[src/rtl/erm16_bus_unit.sv]
// Memory/I-O bus unit behind the ERM16 core: word RAM, buffered input FIFO,
// single-entry output port and a status/control register with sticky interrupt.
module erm16_bus_unit #(
  parameter int AW         = 8,
  parameter int FIFO_DEPTH = 4
) (
  input  logic        clk,
  input  logic        rst,
  input  logic [15:0] ADDR_BUS,
  input  logic [15:0] DO,
  input  logic        wrmem,
  input  logic        ioe,
  input  logic        intreq,
  output logic [15:0] DI,
  input  logic [15:0] in_data,
  input  logic        in_valid,
  output logic        in_ready,
  output logic [15:0] out_data,
  output logic        out_valid,
  input  logic        out_ready,
  output logic        irq_flag
);
  localparam int PW = $clog2(FIFO_DEPTH);
  localparam int CW = PW + 1;

  logic [15:0]   ram  [2**AW];
  logic [15:0]   fifo [FIFO_DEPTH];
  logic [PW-1:0] rd_ptr, wr_ptr;
  logic [CW-1:0] count;
  logic          prev_ioe, prev_wr;
  logic [15:0]   prev_addr;
  logic          overflow, int_pending;

  logic [AW-1:0] maddr;
  logic          new_acc, fifo_empty, fifo_full, push, pop, flush, out_wr, ctl_wr;
  logic [15:0]   status;

  always_comb begin
    maddr      = ADDR_BUS[AW-1:0];
    // prev_ioe resets to 0, so the first I/O cycle after reset counts as new
    new_acc    = ioe && (!prev_ioe || ADDR_BUS != prev_addr || wrmem != prev_wr);
    fifo_empty = (count == '0);
    fifo_full  = (count == CW'(FIFO_DEPTH));
    in_ready   = !fifo_full;
    push       = in_valid && in_ready;
    pop        = new_acc && !wrmem && ADDR_BUS[1:0] == 2'd0 && !fifo_empty;
    out_wr     = new_acc && wrmem && ADDR_BUS[1:0] == 2'd1;
    ctl_wr     = new_acc && wrmem && ADDR_BUS[1:0] == 2'd3;
    flush      = ctl_wr && DO[2];
    status     = {8'h00, 3'(count), int_pending, overflow, out_valid, fifo_full, !fifo_empty};
    irq_flag   = int_pending;
  end

  // RAM and FIFO storage are not reset; only pointers/count define FIFO contents
  always_ff @(posedge clk) begin
    if (!ioe && wrmem) ram[maddr] <= DO;
    if (push && !flush) fifo[wr_ptr] <= in_data;
  end

  always_ff @(posedge clk or posedge rst) begin
    if (rst) begin
      DI          <= '0;
      out_data    <= '0;
      out_valid   <= 1'b0;
      overflow    <= 1'b0;
      int_pending <= 1'b0;
      rd_ptr      <= '0;
      wr_ptr      <= '0;
      count       <= '0;
      prev_ioe    <= 1'b0;
      prev_wr     <= 1'b0;
      prev_addr   <= '0;
    end else begin
      prev_ioe  <= ioe;
      prev_wr   <= wrmem;
      prev_addr <= ADDR_BUS;

      if (!ioe) DI <= ram[maddr];
      else begin
        case (ADDR_BUS[1:0])
          // address 0 keeps the captured word while the access is held
          2'd0: if (new_acc && !wrmem) DI <= fifo_empty ? 16'h0000 : fifo[rd_ptr];
          2'd1: DI <= out_data;
          2'd2: DI <= status;
          default: DI <= 16'h0000;
        endcase
      end

      if (out_wr) begin
        if (!out_valid || out_ready) begin
          out_data  <= DO;
          out_valid <= 1'b1;
        end else overflow <= 1'b1;
      end else if (out_valid && out_ready) out_valid <= 1'b0;

      if (ctl_wr && DO[1]) overflow <= 1'b0;
      if (intreq) int_pending <= 1'b1;
      else if (ctl_wr && DO[0]) int_pending <= 1'b0;

      if (flush) begin
        rd_ptr <= '0;
        wr_ptr <= '0;
        count  <= '0;
      end else begin
        if (push) wr_ptr <= wr_ptr + 1'b1;
        if (pop)  rd_ptr <= rd_ptr + 1'b1;
        case ({push, pop})
          2'b10:   count <= count + 1'b1;
          2'b01:   count <= count - 1'b1;
          default: count <= count;
        endcase
      end
    end
  end
endmodule

[config.mk]
export PLATFORM = sky130hd
export DESIGN_NAME = erm16_bus_unit
export DESIGN_NICKNAME = d
export VERILOG_FILES = /design/src/rtl/erm16_bus_unit.sv
export SDC_FILE = /design/constraint.sdc
export NUM_CORES = 2
export LEC_CHECK = 0
export CAP_MARGIN = 20
export CORE_AREA = 2 2 493 495
export CTS_CLUSTER_DIAMETER = 30
export DETAILED_ROUTE_END_ITERATION = 8
export DIE_AREA = 0 0 495 497
export HOLD_SLACK_MARGIN = 0.12
export PLACE_DENSITY = 0.84
export SLEW_MARGIN = 25
export SYNTH_ARGS = -nofsm -noshare
export SYNTH_HDL_FRONTEND = slang
export SYNTH_MEMORY_MAX_BITS = 65536
export SYNTH_SLANG_ARGS = --single-unit
[constraint.sdc]
create_clock -name clk -period 4.3 [get_ports clk]
set_input_delay 0.86 -clock clk [delete_from_list [all_inputs] [get_ports clk]]
set_output_delay 0.86 -clock clk [all_outputs]
set_load 0.1 [all_outputs]
==> out/qor.tcl, run 1 <==
set qor(post_cts.resized_instances) 0
set qor(cts_buffer_count) 614
set qor(placement.io_buffers) 89
set qor(floorplan.die.width_um) 495
set qor(synth-compound-area-share_pct) 2.30
set qor(cts-htree-levels) 6
set qor(yosys_register_bits) 4220
set qor(share_of_async_settable_or_async_resettable_flops_after_synthesis_pct) 1.42
set qor(run_status) {did not finish}
set qor(yosys-top-cells-area) {sky130_fd_sc_hd__edfxtp_1 77%, sky130_fd_sc_hd__mux4_2 14%, sky130_fd_sc_hd__mux2i_1 2.1%}
set qor(clk_path_buf_depth) 4
set qor(synthesis.area_um2) 163000
set qor(synth_sequential_area_ratio_pct) 77.5
set qor(grt_start_max_net_pins) 177
set qor(synth_top_area_cell) {sky130_fd_sc_hd__edfxtp_1}
set qor(cts_root_buf) {sky130_fd_sc_hd__clkbuf_16}
set qor(synth_top_family_by_area) {multiplexers}
set qor(synthDominantCellAreaShare_pct) 76.6
set qor(detailed_place_hpwl_um) 288000
set qor(yosys.area_share.simple_pct) 1.89
set qor(timing.grt.repair.worst_endpoint) {DI[14]}
set qor(firstError) {[ERROR GRT-0228] Horizontal edge usage exceeds the maximum allowed. (66, 12) usage=65535 limit=3200}
set qor(synth.lib_cells_used.distinct) 72
set qor(synth_edf_count) 4160
set qor(rows) 180
set qor(yosys-mux-area-fraction_pct) 16.4
set qor(synthXorXnorAreaFrac_pct) 0.118
set qor(ys_warn_count) 0
set qor(clock_sinks) 4220
set qor(mappedNetlistNets) 7389
set qor(outcome.stop_stage) {global routing}
set qor(placed_cell_area_um2) 172000
set qor(floorplan.io_pins) 90
set qor(gpl.final_weighted_congestion) 0.985
set qor(syn_avg_cell_area_um2) 22.2
set qor(die_y_um) 497
set qor(initial_antenna_violation_count) 160
set qor(syn_inst) 7329
set qor(dpl.cell_count) 10900
set qor(post_synth_fa_ha_maj_area_fraction_pct) 0.0430
set qor(synth_flop_cell) {sky130_fd_sc_hd__edfxtp_1}
set qor(initial_utilization_pct) 67.9
set qor(timing.repair.worst_endpoint_type) {top-level output}
==> timing repair <==
| action | 4_1_cts |
|---|---|
| buffers inserted | 0 |
| hold buffers | 1 |
| endpoints found under the hold margin | 5 |
==> kinds of logic after synthesis <==
| kind of cell | count (synthesis) |
|---|---|
| AO/OA/AOI/OAI | 541 |
| XOR/XNOR | 22 |
| adder cells (fa/ha/maj) | 5 |
| buffers and inverters | 439 |
| flip-flops | 4220 |
| multiplexers | 1398 |
| AND/OR/NAND/NOR | 704 |
==> per-stage QoR <==
step / hold slack [ns] / setup slack, ns
after floorplan: 0.504 / 0.524
after global placement: 0.536 / -0.196
after detailed placement: 0.555 / -0.349
after CTS: 0.166 / 0.468
==> synthesized netlist by cell type, types with 9 or more instances <==
cell type and number:
sky130_fd_sc_hd__nor2b_1 31, sky130_fd_sc_hd__dfrtp_1 60, sky130_fd_sc_hd__xnor2_1 15, sky130_fd_sc_hd__o221ai_1 13, sky130_fd_sc_hd__nand4_1 19, sky130_fd_sc_hd__buf_2 127
sky130_fd_sc_hd__a32oi_1 9, sky130_fd_sc_hd__mux2i_1 339, sky130_fd_sc_hd__buf_8 22, sky130_fd_sc_hd__a2111oi_0 10, sky130_fd_sc_hd__a22oi_1 129, sky130_fd_sc_hd__a22o_1 14
sky130_fd_sc_hd__buf_4 48, sky130_fd_sc_hd__nor2_1 328, sky130_fd_sc_hd__and2_1 11, sky130_fd_sc_hd__mux4_2 1008, sky130_fd_sc_hd__edfxtp_1 4160, sky130_fd_sc_hd__nand2b_1 16
sky130_fd_sc_hd__and3_1 19, sky130_fd_sc_hd__a21oi_1 116, sky130_fd_sc_hd__o22ai_1 35, sky130_fd_sc_hd__o21ai_0 57, sky130_fd_sc_hd__mux2_2 48, sky130_fd_sc_hd__nand3_1 50
sky130_fd_sc_hd__clkbuf_1 135, sky130_fd_sc_hd__buf_1 20, sky130_fd_sc_hd__nor3_1 34, sky130_fd_sc_hd__a221oi_1 50, sky130_fd_sc_hd__nand2_1 165, sky130_fd_sc_hd__inv_1 14
sky130_fd_sc_hd__a31oi_1 21, sky130_fd_sc_hd__a211oi_1 29, sky130_fd_sc_hd__buf_6 57
==> inputs of run 2 (changes only) <==
CORE_AREA = 2 2 642 644   (was 2 2 493 495)
CTS_CLUSTER_DIAMETER = unset   (was 30)
DIE_AREA = 0 0 644 646   (was 0 0 495 497)
HOLD_SLACK_MARGIN = unset   (was 0.12)
PLACE_DENSITY = unset   (was 0.84)
PLACE_DENSITY_LB_ADDON = 0.15   (was unset)
==> run 2 against run 1 <==
The flow now finishes without violations. Synthesized cell count unchanged. Area after synthesis unchanged.
==> out/qor.tcl, run 2 <==
set qor(run_status) {finished, final reports clean} ;# was did not finish
set qor(max_clock_freq_mhz) 259
set qor(crit_arrival_ns) 4.75
set qor(post_cts.resized_instances) 0 ;# unchanged
set qor(critPathMaxFanout) 24
set qor(min_period_ns) 3.87
set qor(cap_viol_max_count) 0
set qor(final_max_slew_viol_count) 0
set qor(vdd_ir_drop_max_mv) 0.347
set qor(mostFrequentLayoutCell) {sky130_fd_sc_hd__edfxtp_1}
set qor(synth_top_area_cell) {sky130_fd_sc_hd__edfxtp_1} ;# unchanged
set qor(layout_top_registers) {ram x4096, fifo x64}
set qor(cp-end-kind) {register}
set qor(swShare_pct) 23.0
set qor(setup-violations-final) 0
set qor(hp-class) {in2reg}
set qor(synthXorXnorAreaFrac_pct) 0.118 ;# unchanged
set qor(synth-compound-area-share_pct) 2.30 ;# unchanged
set qor(fin_total_pwr_mw) 89.4
set qor(detailed_place_hpwl_um) 320000 ;# was 288,000 um
set qor(yosys.area_share.simple_pct) 1.89 ;# unchanged
set qor(share_of_async_settable_or_async_resettable_flops_after_synthesis_pct) 1.42 ;# unchanged
set qor(drive_gt1_share_pct) 32.2
set qor(syn_inst) 7329 ;# unchanged
set qor(overflow) 0
set qor(rows) 235 ;# was 180
set qor(synthesis.area_um2) 163000 ;# unchanged
set qor(dpl.cell_count) 13300 ;# was 10,900
set qor(drtIter0Drc) 10500
set qor(grt_setup_unrepaired) {no}
set qor(floorplan.io_pins) 90 ;# unchanged
set qor(worst-slew-pin-transition_ns) 1.31
set qor(total_leakage_power_nw) 61.0
set qor(finish.utilization_pct) 46.8
set qor(multiInputGateArea_um2) 34500
set qor(tritoncts) {done}
set qor(synth_flop_cell) {sky130_fd_sc_hd__edfxtp_1} ;# unchanged
set qor(synthDominantCellAreaShare_pct) 76.6 ;# unchanged
set qor(layout_common_cells) {4,160 x sky130_fd_sc_hd__edfxtp_1, 1,008 x sky130_fd_sc_hd__mux4_2, 717 x sky130_fd_sc_hd__buf_4, 453 x sky130_fd_sc_hd__clkbuf_16, 339 x sky130_fd_sc_hd__mux2i_1}
set qor(fill_cells) 34000
set qor(yosys_register_bits) 4220 ;# unchanged
set qor(p_per_area_nw_per_um2) 468
set qor(layout.cells.non_filler) 14100
set qor(syn_avg_cell_area_um2) 22.2 ;# unchanged
set qor(yosys-top-cells-area) {sky130_fd_sc_hd__edfxtp_1 77%, sky130_fd_sc_hd__mux4_2 14%, sky130_fd_sc_hd__mux2i_1 2.1%} ;# unchanged
set qor(netSwitchingPower_mw) 20.6
set qor(vias_per_cell) 5.84
set qor(initial_antenna_violation_count) 31
set qor(synth_sequential_area_ratio_pct) 77.5 ;# unchanged
set qor(initial_utilization_pct) 39.9 ;# was 67.9%
set qor(synth_edf_count) 4160 ;# unchanged
set qor(cts_root_buf) {sky130_fd_sc_hd__clkbuf_16} ;# unchanged
set qor(die_y_um) 646 ;# was 497 um
set qor(syn2layout_area_growth_pct) 17.3
set qor(power_frac_seq_pct) 51.2
set qor(startpoint_type) {input port}
set qor(route.vias.total) 82500
set qor(final_hold_vio_count) 0
set qor(yosys-mux-area-fraction_pct) 16.4 ;# unchanged
set qor(mappedNetlistNets) 7389 ;# unchanged
set qor(ctsHoldBuffers) 0 ;# was 1
set qor(global_route.usage.total_pct) 24.1
set qor(layout.nets) 8361
set qor(slew_margin_rel_pct) 12.5
set qor(share_clk_of_total_power_pct) 41.8
set qor(cts_buffer_count) 444 ;# was 614
set qor(placement.io_buffers) 89 ;# unchanged
set qor(wire_per_inst_um) 36.0
set qor(clock-skew-final_ns) 0.0563
set qor(synth.lib_cells_used.distinct) 72 ;# unchanged
set qor(post-route-period-util_pct) 89.9
set qor(clock_transition_at_path_regs_ns) 0.06
set qor(cts-htree-levels) 5 ;# was 6
set qor(floorplan.die.width_um) 644 ;# was 495 um
set qor(setup_total_negative_slack_ns) 0
set qor(p_int_mw) 68.9
set qor(largest_reg_flops) 4096
set qor(post-cts-setup-buffer-count) 0 ;# unchanged
set qor(detail_route.first_pass.iterations) 5
set qor(synth_top_family_by_area) {multiplexers} ;# unchanged
set qor(largest_register) {ram}
set qor(drt_drc) 0
set qor(yosysMostFrequentCell) {sky130_fd_sc_hd__edfxtp_1} ;# unchanged
set qor(register_area_um2) 126000
set qor(ys_top_cells_by_count) {4,160 x sky130_fd_sc_hd__edfxtp_1, 1,008 x sky130_fd_sc_hd__mux4_2, 339 x sky130_fd_sc_hd__mux2i_1} ;# unchanged
set qor(clk_latency_ns) 1.00
set qor(core-area_um2) 409000
set qor(ys_warn_count) 0 ;# unchanged
set qor(post_synth_fa_ha_maj_area_fraction_pct) 0.0430 ;# unchanged
set qor(power.combinational.fraction_pct) 7.0
set qor(number_of_nets_with_antenna_violations_after_routing) 0
set qor(timing_worst_setup_path_type) {in2reg}
set qor(gpl.final_weighted_congestion) 0.893 ;# was 0.985
set qor(grt_start_max_net_pins) 142
set qor(clk_path_buf_depth) 4 ;# unchanged
set qor(first_global_vias) 82500
set qor(worst_ep_required_time_ns) 5.18
set qor(global_route_wire_length_before_repair_um) 693000
set qor(clock_sinks) 4220 ;# unchanged
set qor(totalWireLength_um) 508000
set qor(fp.dieArea_um2) 416000
-- run 2: per-layer routing --
metal  vias to the layer above  share of wire (%)  track usage [%]
met5                         -              0.010                0
met4                         8                3.9             8.47
met2                      3568                 47             38.1
met1                     45200                 41             33.6
met3                       768                7.8             4.38
li1                      33000                  -                -
-- run 2: cell families (layout without fill, tap and decap cells) --
logic type	Yosys count	count (layout)
flops	4220	4220
other cells	0	7
xor+xnor	22	22
compound gates	541	541
mux	1398	1398
simple gates	704	704
fa+ha+maj	5	5
buf+inv	439	1781
-- run 2: cell type report --
type,instances,area share [%]
tap,5451,3.57
antenna,7,0.00916
multi-input combinational,2670,18.0
sequential,4220,66.1
clock buffer,555,6.15
timing repair buffer,946,4.84
inverter,19,0.0393
clock inverter,261,1.23
-- run 2: final timing paths --
path                        startpoint            end  slack, ns  cells past startpoint
min in group asynchronous          rst   out_data[12]       0.43                      2
hold / removal             ADDR_BUS[6]   prev_addr[6]       0.15                      1
hold reg to reg            out_data[1]    out_data[1]       0.54                      1
setup / recovery           ADDR_BUS[0]          DI[9]       0.43                     13
setup reg to reg            ram[13][9]          DI[9]       0.74                     11
max in group asynchronous          rst  prev_addr[14]       3.06                      3
-- run 2: power groups by stage --
stage	Combinational (mW)	Clock, mW	Sequential (mW)
floorplan	2.65	0	46.9
global placement	6.22	0	46.6
detailed placement	6.29	0	46.6
CTS	6.30	38.0	45.8
global route	6.50	39.5	45.8
finish	6.28	37.4	45.8
-- run 2: through the flow --
| step | worst slack (ns) | hold WS, ns | area (um2) |
|---|---|---|---|
| finish | 0.432 | 0.153 | 191000 |
| global route | 0.396 | 0.106 | 191000 |
| CTS | 0.406 | 0.0854 | 191000 |
| detailed placement | -0.564 | 0.533 | 177000 |
| global placement | -0.549 | 0.528 | 177000 |
| floorplan | 0.524 | 0.504 | 163000 |
-- run 2: worst max-delay path, stage by stage --
cell and delay, ns:
sky130_fd_sc_hd__buf_16 0.33, sky130_fd_sc_hd__buf_12 0.26, sky130_fd_sc_hd__mux4_2 0.52, sky130_fd_sc_hd__and2_1 0.17, sky130_fd_sc_hd__a211oi_1 0.67, sky130_fd_sc_hd__buf_4 0.22, sky130_fd_sc_hd__a221oi_1 0.09, sky130_fd_sc_hd__buf_4 0.19
sky130_fd_sc_hd__a221oi_1 0.60, sky130_fd_sc_hd__buf_4 0.22, sky130_fd_sc_hd__a311oi_1 0.05, sky130_fd_sc_hd__buf_4 0.21, sky130_fd_sc_hd__o221a_1 0.20
No activity file was read; power rests on OpenSTA's default activity.
